### config.mk
export PLATFORM = sky130hd
export DESIGN_NAME = short_fifo_ex
export DESIGN_NICKNAME = d
export VERILOG_FILES = /design/src/rtl/short_fifo_ex.sv
export SDC_FILE = /design/constraint.sdc
export NUM_CORES = 1
export LEC_CHECK = 0
export BUFFER_PORTS_ARGS = -buffer_cell sky130_fd_sc_hd__buf_2
export CORE_MARGIN = 3
export CORE_UTILIZATION = 45
export DETAILED_ROUTE_END_ITERATION = 8
export PLACE_DENSITY = 0.6
export SETUP_SLACK_MARGIN = 0.3
export SYNTH_ARGS = -nofsm -noshare
export SYNTH_HDL_FRONTEND = slang
export SYNTH_SLANG_ARGS = --single-unit
### constraint.sdc
create_clock -name clk -period 4.63 [get_ports clk]
set_input_delay 0.463 -clock clk [delete_from_list [all_inputs] [get_ports clk]]
set_output_delay 0.463 -clock clk [all_outputs]
set_load 0.02 [all_outputs]
### src/rtl/short_fifo_ex.sv
// short_fifo_ex -- parametrised valid/ready FIFO with occupancy count,
// programmable almost-full flag, synchronous flush and an optional
// registered output stage.
//
// Parameters
//   DATA_W  payload width in bits (>=1)
//   DEPTH   total capacity in entries, power of two, >=2
//   AF_LVL  almost_full asserts when count >= AF_LVL (1..DEPTH)
//
// Ports
//   clk          rising-edge clock for all state
//   rst          asynchronous active-high reset (assert async, release sync)
//   flush        synchronous clear; overrides any same-cycle write or read
//   wr_data      write payload
//   wr_valid     producer has data
//   wr_ready     FIFO can accept a word (count < DEPTH, out of reset, no flush)
//   rd_data      head-of-queue payload (meaningless while rd_valid=0)
//   rd_valid     head word is valid
//   rd_ready     consumer takes the head word
//   count        entries held, including the output stage when present
//   almost_full  count >= AF_LVL
//
// Build option
//   SHORT_FIFO_EX_OREG_EN  when defined, rd_data/rd_valid come straight from
//   flops (write-to-rd_valid latency 2 on an empty FIFO, rd_data resets to 0).
//   When undefined the head is read first-word-fall-through from the array
//   (latency 1). Capacity is DEPTH in both builds.

module short_fifo_ex #(
  parameter int DATA_W = 8,
  parameter int DEPTH  = 16,
  parameter int AF_LVL = 12
) (
  input  logic                       clk,
  input  logic                       rst,
  input  logic                       flush,
  input  logic [DATA_W-1:0]          wr_data,
  input  logic                       wr_valid,
  output logic                       wr_ready,
  output logic [DATA_W-1:0]          rd_data,
  output logic                       rd_valid,
  input  logic                       rd_ready,
  output logic [$clog2(DEPTH+1)-1:0] count,
  output logic                       almost_full
);

  localparam int CNT_W = $clog2(DEPTH + 1);
  localparam int PTR_W = $clog2(DEPTH);
  localparam logic [CNT_W-1:0] FULL_CNT = CNT_W'(DEPTH);
  localparam logic [CNT_W-1:0] AF_CNT   = CNT_W'(AF_LVL);

  logic [DATA_W-1:0] mem [DEPTH];
  logic [PTR_W-1:0]  wr_ptr_q;
  logic [PTR_W-1:0]  rd_ptr_q;
  logic [CNT_W-1:0]  count_q;
  logic [CNT_W-1:0]  count_d;
  logic              live_q;
  logic              wr_en;
  logic              rd_en;
  logic              rd_adv;

  // live_q keeps wr_ready low while reset is held and opens it on the first
  // edge after release.
  always_ff @(posedge clk or posedge rst) begin
    if (rst) live_q <= 1'b0;
    else     live_q <= 1'b1;
  end

  // Only registered state plus flush; rd_ready never reaches wr_ready, so a
  // read on a full FIFO re-opens the write side one cycle later.
  assign wr_ready = live_q & (count_q < FULL_CNT) & ~flush;
  assign wr_en    = wr_valid & wr_ready;
  assign rd_en    = rd_valid & rd_ready & ~flush;

  always_comb begin
    count_d = count_q;
    if (flush)
      count_d = '0;
    else if (wr_en && !rd_en)
      count_d = count_q + CNT_W'(1);
    else if (!wr_en && rd_en)
      count_d = count_q - CNT_W'(1);
  end

  always_ff @(posedge clk or posedge rst) begin
    if (rst) begin
      count_q  <= '0;
      wr_ptr_q <= '0;
      rd_ptr_q <= '0;
    end else begin
      count_q <= count_d;
      if (flush) begin
        wr_ptr_q <= '0;
        rd_ptr_q <= '0;
      end else begin
        if (wr_en)  wr_ptr_q <= wr_ptr_q + PTR_W'(1);
        if (rd_adv) rd_ptr_q <= rd_ptr_q + PTR_W'(1);
      end
    end
  end

  // Storage carries no reset; contents are qualified by count/valid.
  always_ff @(posedge clk) begin
    if (wr_en) mem[wr_ptr_q] <= wr_data;
  end

`ifdef SHORT_FIFO_EX_OREG_EN
  logic              oreg_valid_q;
  logic [DATA_W-1:0] oreg_data_q;
  logic              arr_has_data;
  logic              oreg_load;

  // The array holds count minus the word parked in the output register.
  // Using the registered count means a word written this cycle is not yet
  // visible to the loader, which gives the two-cycle empty latency.
  assign arr_has_data = (count_q != CNT_W'(oreg_valid_q));
  assign oreg_load    = arr_has_data & (~oreg_valid_q | rd_en) & ~flush;
  assign rd_adv       = oreg_load;

  always_ff @(posedge clk or posedge rst) begin
    if (rst) begin
      oreg_valid_q <= 1'b0;
      oreg_data_q  <= '0;
    end else if (flush) begin
      oreg_valid_q <= 1'b0;
    end else if (oreg_load) begin
      oreg_valid_q <= 1'b1;
      oreg_data_q  <= mem[rd_ptr_q];
    end else if (rd_en) begin
      oreg_valid_q <= 1'b0;
    end
  end

  assign rd_valid = oreg_valid_q;
  assign rd_data  = oreg_data_q;
`else
  // First-word-fall-through: the head slot cannot be overwritten while it is
  // valid (that would need count==DEPTH, where wr_ready is low), so rd_data
  // holds steady under a stall.
  assign rd_adv   = rd_en;
  assign rd_valid = (count_q != '0);
  assign rd_data  = mem[rd_ptr_q];
`endif

  assign count       = count_q;
  assign almost_full = (count_q >= AF_CNT);

endmodule

==> reports/results.tsv <==
stage	metric	value	unit
yosys	async_flop_share	9.86	%
sta	period_minus_slack	3.18	ns
pwr	intPower	2.62	mW
global_routing	antenna_found_initial	0	
floorplan	io_pins	29	
final_layout	diodes	0	
clocking	ctsLongestPathBuffers	2	
route	wl_met1	5250	um
clocking	cts_tree	built	
yosys	ys_seq_area_share	72.0	%
final_layout	drive_gt1_share	28.1	%
yosys	yosysTopAreaCellShare	66.0	%
route	drc_errors	0	
floorplan	core	12300	sq um
sta	grt_setup_unrepaired	no	
clocking	cts_hold_buf	0	
clocking	postCtsSetupRepairBufs	0	
clocking	clk_latency	0.42	ns
floorplan	rows	40	
clocking	cts_buffers	17	
route	wl_met3	598	um
sta	setup_violations	0	
route	highest_layer	met4	
route	met2_length	5660	um
floorplan	start_util	47.3	%
worst_setup_path	cp_max_fo	23	
global_routing	grt_max_degree	24	
sta	fmax	314	MHz
yosys	synth_top_cell_by_area	edfxtp_1	
worst_setup_path	endpoint_kind	output pin	
clocking	cts_resized	0	
yosys	synth_edf_count	128	
pwr	pwr-share-comb	19.9	%
yosys	synth_warnings	0	
yosys	ys_ff_latch	142	
yosys	yosys-top-cells-area	edfxtp_1 66%, mux4_2 12%, dfrtp_1 6.0%	
sta	slew_viol_final	0	
route	dr_total_vias	2940	
sta	max-slew-margin-rel	43.9	%
yosys	synth.distinct_cells	45	
route	drt-initial-drc-count	234	
final_layout	area_growth	15.5	%
clocking	numClockSinks	142	
placed_design	port_buffers	28	
sta	hold_viol	0	
placed_design	place.gp.congestion	0.772	
route	viasPerCell	5.57	
yosys	syn_nets	335	
worst_hold_path	min_path_type	in -> async	
worst_setup_path	crit_required	4.17	ns
worst_setup_path	critical_path_arrival	2.72	ns
floorplan	chipWidth	120	um
sta	skew	0.00382	ns
pwr	p_clk_share	37.8	%
worst_setup_path	startpoint_type	register	
global_routing	grt_pass1_vias	3113	
clocking	clkTransAtPathRegs	0.06	ns
run_status	status	finished clean	
yosys	ys.flop_type	edfxtp_1	
floorplan	dieArea	14300	sq um
floorplan	die_h	120	um
pwr	p_sw	0.980	mW
pwr	p_seq_share	42.3	%
global_routing	grt_usage	18.1	%
clocking	htree_levels	4	
route	dr.pass1.iters	4	
global_routing	grt_overflow	0	
yosys	syn_area	5830	sq um
clocking	cts_root_buf	clkbuf_16	
final_layout	nets	370	
yosys	syn_avg_cell_area	18.7	sq um
global_routing	grt_first_pass_wirelength	18700	um
placed_design	place_area	6130	sq um
route	drtAntennaViolNets	0	
route	wl_per_cell	22.2	um
pwr	p_per_area	535	nW/um^2
job	cap_violations	0	
worst_setup_path	criticalPathCategory	reg -> out	
pwr	cellLeakagePower	2.29	nW
route	wirelength	11700	um
yosys	post-synth-top-count-cell	edfxtp_1	
sta	min_period_over_period	68.7	%
final_layout	fin_area	6730	sq um
sta	worst_pin_slew	0.842	ns
pwr	sw_frac_of_total	27.2	%
yosys	synthTopCellsByCount	128 x edfxtp_1, 32 x mux4_2, 18 x and2_1	
placed_design	hpwlAfterDp	7250	um
pwr	ir_drop	430	uV
sta	setup_tns	0	ns
yosys	synth_cells	312	
stage by stage:
step           cells  hold slack [ns]  setup WS [ns]  util [%]  power, mW
6_report         528           0.0915           1.45      54.6       3.60
5_1_grt          528            0.108           1.25      54.6       3.78
4_1_cts          528           0.0907           1.38      54.6       3.64
3_5_place_dp     496            0.550           1.77      49.8       2.28
3_3_place_gp     496            0.545           1.75      49.8       2.27
2_1_floorplan    312            0.352           1.95         -       2.09
layout make-up:
cell class	instances	area, sq um
clock buffers	18	429
fillers	1008	5580
multi-input cells	151	1550
clock inverters	14	169
flip-flops and latches	142	4200
inverters	4	15.0
repair buffers	31	163
well taps	168	210
final timing paths:
path                              from  cells after the start  slack [ns]     endpoint
setup reg to reg              count[1]                      8        1.73     count[4]
hold / removal                     rst                      2        0.09  wr_ptr_q[1]
min in group clk            wr_data[2]                      1        0.43    mem[0][2]
max in group asynchronous          rst                      2        4.14  rd_ptr_q[0]
hold reg to reg            wr_ptr_q[1]                      2        0.61  wr_ptr_q[1]
setup / recovery           rd_ptr_q[0]                      5        1.45   rd_data[0]
critical path: stages (launching register included):
cell and delay, ns:
dfrtp_2 0.62, buf_4 0.49, mux4_2 0.56, a22oi_1 0.33, nand2_1 0.09, buf_2 0.17
cell families after synthesis:
family	after synthesis	share of synthesized area, %
xor+xnor	7	1.05
other cells	1	0.0644
fa+ha+maj	10	2.28
mux	34	12.7
compound gates	32	4.12
buf+inv	19	1.46
simple gates	67	6.29
flops	142	72.0
metal layers:
metal  GRT usage (%)  up-vias
li1                -     1325
met1            25.6     1527
met2            27.0       73
met3            5.66       15
met4            5.80        0
met5               0        -
power groups by stage:
stage	registers [mW]	logic (mW)	clock network (mW)
3_3_place_gp	1.55	0.718	0
6_report	1.52	0.717	1.36
5_1_grt	1.54	0.791	1.45
3_5_place_dp	1.55	0.724	0
4_1_cts	1.53	0.729	1.39
2_1_floorplan	1.52	0.569	0
sequential cells by signal, indices dropped and copies added, names as in the netlist:
signal	flops
wr_ptr_q	4
rd_ptr_q	4
live_q	1
mem	128
count	5
cells in the final DEF, fill, tap and decap left out, types with 2 or more instances in the layout:
cell / n
xor2_1: 6
a21o_1: 2
nand4b_1: 2
and2_1: 18
clkinv_2: 3
edfxtp_1: 128
nor2_1: 11
nor2b_1: 3
clkbuf_16: 17
buf_4: 3
clkinvlp_4: 5
inv_1: 4
dfrtp_1: 13
bufinv_16: 3
nand3_1: 2
nand2_1: 17
buf_2: 28
mux4_2: 32
and3_1: 2
clkinv_4: 2
ha_1: 9
o211ai_1: 2
a21oi_1: 5
a22oi_1: 16
(Power assumes the default switching activity.)
